### config.mk
export PLATFORM = sky130hd
export DESIGN_NAME = vga_raster_scanner
export DESIGN_NICKNAME = d
export VERILOG_FILES = /design/src/rtl/vga_raster_scanner.sv
export SDC_FILE = /design/constraint.sdc
export NUM_CORES = 1
export LEC_CHECK = 0
export BUFFER_PORTS_ARGS = -buffer_cell sky130_fd_sc_hd__buf_2
export CAP_MARGIN = 0
export CORE_UTILIZATION = 58
export DETAILED_ROUTE_END_ITERATION = 10
export GPL_ROUTABILITY_DRIVEN = 0
export GPL_TIMING_DRIVEN = 0
export PLACE_DENSITY = 0.91
export SLEW_MARGIN = 20
export SYNTH_ARGS = -nofsm -noshare
export SYNTH_HDL_FRONTEND = slang
export SYNTH_SLANG_ARGS = --single-unit
### constraint.sdc
create_clock -name CLOCK_25 -period 2.2 [get_ports CLOCK_25]
set_clock_uncertainty 0.15 [all_clocks]
set_input_delay 0 -clock CLOCK_25 [delete_from_list [all_inputs] [get_ports CLOCK_25]]
set_output_delay 0 -clock CLOCK_25 [all_outputs]
set_load 0.02 [all_outputs]
### src/rtl/vga_raster_scanner.sv
// vga_raster_scanner: 640x480 VGA raster timing with 1-based pixel coordinates and registered sync/DE/RGB.
// Define VGA_FRAME_TICK_EN to generate frame_tick; otherwise frame_tick is tied to 0.
module vga_raster_scanner #(
    parameter int unsigned H_ACTIVE = 640,
    parameter int unsigned H_FP     = 16,
    parameter int unsigned H_SYNC   = 96,
    parameter int unsigned H_BP     = 48,
    parameter int unsigned V_ACTIVE = 480,
    parameter int unsigned V_FP     = 10,
    parameter int unsigned V_SYNC   = 2,
    parameter int unsigned V_BP     = 33
) (
    input  logic        CLOCK_25,
    input  logic        reset_n,
    output logic [11:0] x,
    output logic [11:0] y,
    input  logic [2:0]  color,
    output logic        vga_hsync,
    output logic        vga_vsync,
    output logic [2:0]  vga_rgb,
    output logic        vga_de,
    output logic        frame_tick
);
    localparam logic [11:0] HA     = 12'(H_ACTIVE);
    localparam logic [11:0] HS_BEG = 12'(H_ACTIVE + H_FP);
    localparam logic [11:0] HS_END = 12'(H_ACTIVE + H_FP + H_SYNC);
    localparam logic [11:0] H_LAST = 12'(H_ACTIVE + H_FP + H_SYNC + H_BP - 1);
    localparam logic [11:0] VA     = 12'(V_ACTIVE);
    localparam logic [11:0] VS_BEG = 12'(V_ACTIVE + V_FP);
    localparam logic [11:0] VS_END = 12'(V_ACTIVE + V_FP + V_SYNC);
    localparam logic [11:0] V_LAST = 12'(V_ACTIVE + V_FP + V_SYNC + V_BP - 1);

    logic [1:0]  rst_sync_q;
    logic        rst_sync_n;
    logic [11:0] h_cnt_q, h_cnt_d, v_cnt_q, v_cnt_d;
    logic        active, hsync_d, vsync_d;
    logic        hsync_q, vsync_q, de_q;
    logic [2:0]  rgb_q;

    // Reset asserts immediately but releases two edges later to avoid metastable deassertion.
    always_ff @(posedge CLOCK_25 or negedge reset_n) begin
        if (!reset_n) rst_sync_q <= 2'b00;
        else          rst_sync_q <= {rst_sync_q[0], 1'b1};
    end

    assign rst_sync_n = rst_sync_q[1];

    always_comb begin
        h_cnt_d = (h_cnt_q == H_LAST) ? 12'd0 : h_cnt_q + 12'd1;
        v_cnt_d = (h_cnt_q != H_LAST) ? v_cnt_q : (v_cnt_q == V_LAST) ? 12'd0 : v_cnt_q + 12'd1;
        active  = (h_cnt_q < HA) && (v_cnt_q < VA);
        x       = active ? h_cnt_q + 12'd1 : 12'd0;
        y       = active ? v_cnt_q + 12'd1 : 12'd0;
        hsync_d = !((h_cnt_q >= HS_BEG) && (h_cnt_q < HS_END));
        vsync_d = !((v_cnt_q >= VS_BEG) && (v_cnt_q < VS_END));
    end

    always_ff @(posedge CLOCK_25 or negedge rst_sync_n) begin
        if (!rst_sync_n) begin
            h_cnt_q <= 12'd0;
            v_cnt_q <= 12'd0;
            hsync_q <= 1'b1;
            vsync_q <= 1'b1;
            de_q    <= 1'b0;
            rgb_q   <= 3'd0;
        end else begin
            h_cnt_q <= h_cnt_d;
            v_cnt_q <= v_cnt_d;
            hsync_q <= hsync_d;
            vsync_q <= vsync_d;
            de_q    <= active;
            rgb_q   <= active ? color : 3'd0;
        end
    end

    assign vga_hsync = hsync_q;
    assign vga_vsync = vsync_q;
    assign vga_de    = de_q;
    assign vga_rgb   = rgb_q;

`ifdef VGA_FRAME_TICK_EN
    logic tick_q;

    // Counter at (H_ACTIVE, V_ACTIVE-1) means the outputs show the first blanking pixel next edge.
    always_ff @(posedge CLOCK_25 or negedge rst_sync_n) begin
        if (!rst_sync_n) tick_q <= 1'b0;
        else             tick_q <= (h_cnt_q == HA) && (v_cnt_q == VA - 12'd1);
    end

    assign frame_tick = tick_q;
`else
    assign frame_tick = 1'b0;
`endif
endmodule
==> out/metrics.csv <==
stage;metric;value;unit
placed_design;dpl ws;42.6;ps
floorplanning;die width;56.7;um
power_and_ir_drop;Int Pwr;0.735;mW
logic_synthesis;sequential share of the synthesized area;0.462;
sta;endpoints failing setup;0;
global_route;initial antenna violation count;0;
final_layout;ratio of cells with drive above 1 in the final layout;0.278;
sta;fin worst setup slack;116;ps
logic_synthesis;syn_area_per_cell;9.39;sq um
final_layout;final net count;242;
detailed_routing;Routed WL;3700;um
power_and_ir_drop;Cell Pwr Density;462;nW/um^2
logic_synthesis;Netlist cell types;38;
detailed_routing;Routed Antenna Nets;0;
final_layout;# diodes;0;
clock_network;Max H-tree Level;2;
global_route;vias in the first global route;1355;
sta;Worst slew margin;0.580;
clock_network;# clock sinks;32;
floorplanning;DIE HEIGHT;56.7;um
floorplanning;die area;3220;sq um
power_and_ir_drop;Switch Pwr;0.222;mW
clock_network;Clk pin slew, worst setup/hold paths;100;ps
power_and_ir_drop;Net Sw Frac;0.232;
logic_synthesis;predominant post-synthesis flop cell;dfrtp_1;
logic_synthesis;yosys warns;0;
setup_path;critical path arrival;1930;ps
sta;crit path time final;2080;ps
detailed_routing;Routed WL per cell;14.0;um
sta;Final Hold Fails;0;
logic_synthesis;number of enable flip-flop cells after synthesis;0;
sta;max-slew violations;0;
power_and_ir_drop;sequential cell fraction of total power;0.630;
clock_network;Inserted Clock Buffers;5;
sta;Worst-Margin Slew;630;ps
placed_design;Port Buffers;29;
detailed_routing;Pre-Repair DR Iteration Count;7;
status;violated checks;design-rule violations;
setup_path;crit end category;output pin;
global_route;first-pass GRT wire length;5950;um
power_and_ir_drop;Peak VDD IR;0.508;mV
sta;Achievable Freq;480;MHz
detailed_routing;Remaining DRCs;4;
global_route;gr usage total;0.248;
flow_run;Max-Cap Viols;0;
global_route;grt total ovfl;0;
setup_path;CP Launch Type;flip-flop;
detailed_routing;vias per inst;5.63;
global_route;pin count of the biggest net entering global routing;31;
logic_synthesis;Mapped Cells;185;
floorplanning;Core ar.;2810;sq um
floorplanning;# rows;19;
power_and_ir_drop;Tot Pwr;0.957;mW
status;outcome;finished with violations;
clock_network;clk_lat worst skew;340;ps
floorplanning;IO Count;36;
logic_synthesis;asr flop ratio synth;1.00;
setup_path;Crit path required time;2050;ps
power_and_ir_drop;Leakage;0.967;nW
detailed_routing;via count;1493;
worst_hold_path;HP Class;reg2async;
sta;Tcrit/Tclk final;0.947;
clock_network;Root Buffer;clkbuf_4;
power_and_ir_drop;Clock power frac;0.331;
detailed_routing;number of DRC markers in iteration 0;42;
floorplanning;Starting Density;0.620;
clock_network;CTS tree;built;
placed_design;hpwl dp;2500;um
logic_synthesis;post-synthesis register bit count;32;
final_layout;area added between synthesis and finish;19.3;%
logic_synthesis;Post-Syn Area;1740;sq um
clock_network;Max clock buf depth;2;
setup_path;Crit Path Max Fanout;10;
power_and_ir_drop;Comb power frac;0.039;
setup_path;critical path type;reg2out;
[cells in the final DEF (no fill, tap or decap), types with 3 or more instances in the layout]
cell type       n
a21oi_1         8
and2_1          6
and3_2          3
and4_1          3
buf_2          32
buf_4           9
clkbuf_4        5
conb_1          7
dfrtp_1        26
dfrtp_2         4
dlygate4sd3_1   5
ha_1            3
inv_1          11
nand2_1         8
nand2b_1        4
nand3_1        11
nand4_1         6
nor2_1         23
nor3_1          4
o21ai_0         7
o22ai_1         3
xnor2_1         6
xor2_1          9
[critical path, cell delays in order (launching register included)]
cell      delay [ps]
dfrtp_2          460
and4_2           280
nand4b_1         290
buf_4            250
nor2_1           130
buf_2            180
[metrics by stage]
| step | hold WS [ps] | utilization | cells | setup TNS [ps] | cell area, sq um |
|---|---|---|---|---|---|
| floorplan | -446 | - | 190 | 0 | 1760 |
| CTS | 172 | 0.734 | 265 | 0 | 2060 |
| global route | 205 | 0.739 | 265 | -36.7 | 2070 |
| finish | 145 | 0.739 | 265 | 0 | 2070 |
| global placement | -364 | 0.692 | 250 | 0 | 1940 |
| detailed placement | -364 | 0.692 | 250 | 0 | 1940 |
[cells by family (layout without fill, tap and decap cells)]
group                    after synthesis  after routing  share of synthesized area
adder cells (fa/ha/maj)                4              4                     0.0288
buffers and inverters                 22             66                     0.0626
AO/OA/AOI/OAI                         25             25                     0.0814
XOR/XNOR                              15             15                     0.0756
other                                  2              7                    0.00432
flip-flops                            32             32                      0.462
AND/OR/NAND/NOR                       85             85                      0.285
[registers in the layout, summed over array words and instances (netlist names)]
register / cells
vga_hsync: 1
v_cnt_q: 12
vga_de: 1
vga_rgb: 3
vga_vsync: 1
h_cnt_q: 12
rst_sync_q: 2
[synthesized netlist by cell type (6+ instances only)]
| cell | number | area share |
|---|---|---|
| and2_1 | 6 | 0.022 |
| nor2_1 | 23 | 0.050 |
| xnor2_1 | 6 | 0.030 |
| nand3_1 | 12 | 0.035 |
| nand2_1 | 8 | 0.017 |
| dfrtp_1 | 30 | 0.43 |
| a21oi_1 | 8 | 0.023 |
| nand4_1 | 6 | 0.022 |
| inv_1 | 12 | 0.026 |
| buf_4 | 6 | 0.026 |
| xor2_1 | 9 | 0.045 |
| o21ai_0 | 7 | 0.020 |
[cell type report]
type | count | area, sq um
Sequential cell | 32 | 808
Clock buffer | 7 | 45.0
Clock inverter | 1 | 5.00
Multi-Input combinational cell | 136 | 853
Inverter | 12 | 45.0
Tap cell | 31 | 38.8
Fill cell | 229 | 732
Timing Repair Buffer | 36 | 210
Buffer | 10 | 67.6
[power by group through the flow]
stage | clock (mW) | sequential, mW | combinational, mW
2_1_floorplan | 0 | 0.616 | 0.0190
3_3_place_gp | 0 | 0.615 | 0.0293
3_5_place_dp | 0 | 0.616 | 0.0291
4_1_cts | 0.327 | 0.604 | 0.0360
5_1_grt | 0.352 | 0.606 | 0.0403
6_report | 0.317 | 0.603 | 0.0373
[routing by layer]
| layer | vias up | GRT usage | part of all wire |
|---|---|---|---|
| met3 | 8 | 0.0829 | 0.059 |
| met2 | 48 | 0.408 | 0.48 |
| met1 | 716 | 0.306 | 0.44 |
| li1 | 721 | - | - |
| met5 | - | 0 | 0 |
| met4 | 0 | 0.0871 | 0.016 |
[repair_timing]
item                                    CTS  global route
endpoints found under the hold margin     5             0
resized for setup                         1            10
hold buffers                              5             0
endpoints found under the setup margin   15            10
setup buffers                             2             0
[final timing paths]
check                         startpoint            end  slack [ps]  depth (start not counted)
hold / removal             rst_sync_q[1]     v_cnt_q[3]         150                          0
min in group CLOCK_25      rst_sync_q[0]  rst_sync_q[1]         220                          0
max in group asynchronous  rst_sync_q[1]     v_cnt_q[6]        1290                          0
setup reg to reg              v_cnt_q[3]     v_cnt_q[1]         190                          4
hold reg to reg            rst_sync_q[1]     v_cnt_q[3]         150                          0
setup / recovery              v_cnt_q[6]           x[9]         120                          5
Power figures use the tool's default switching activity.
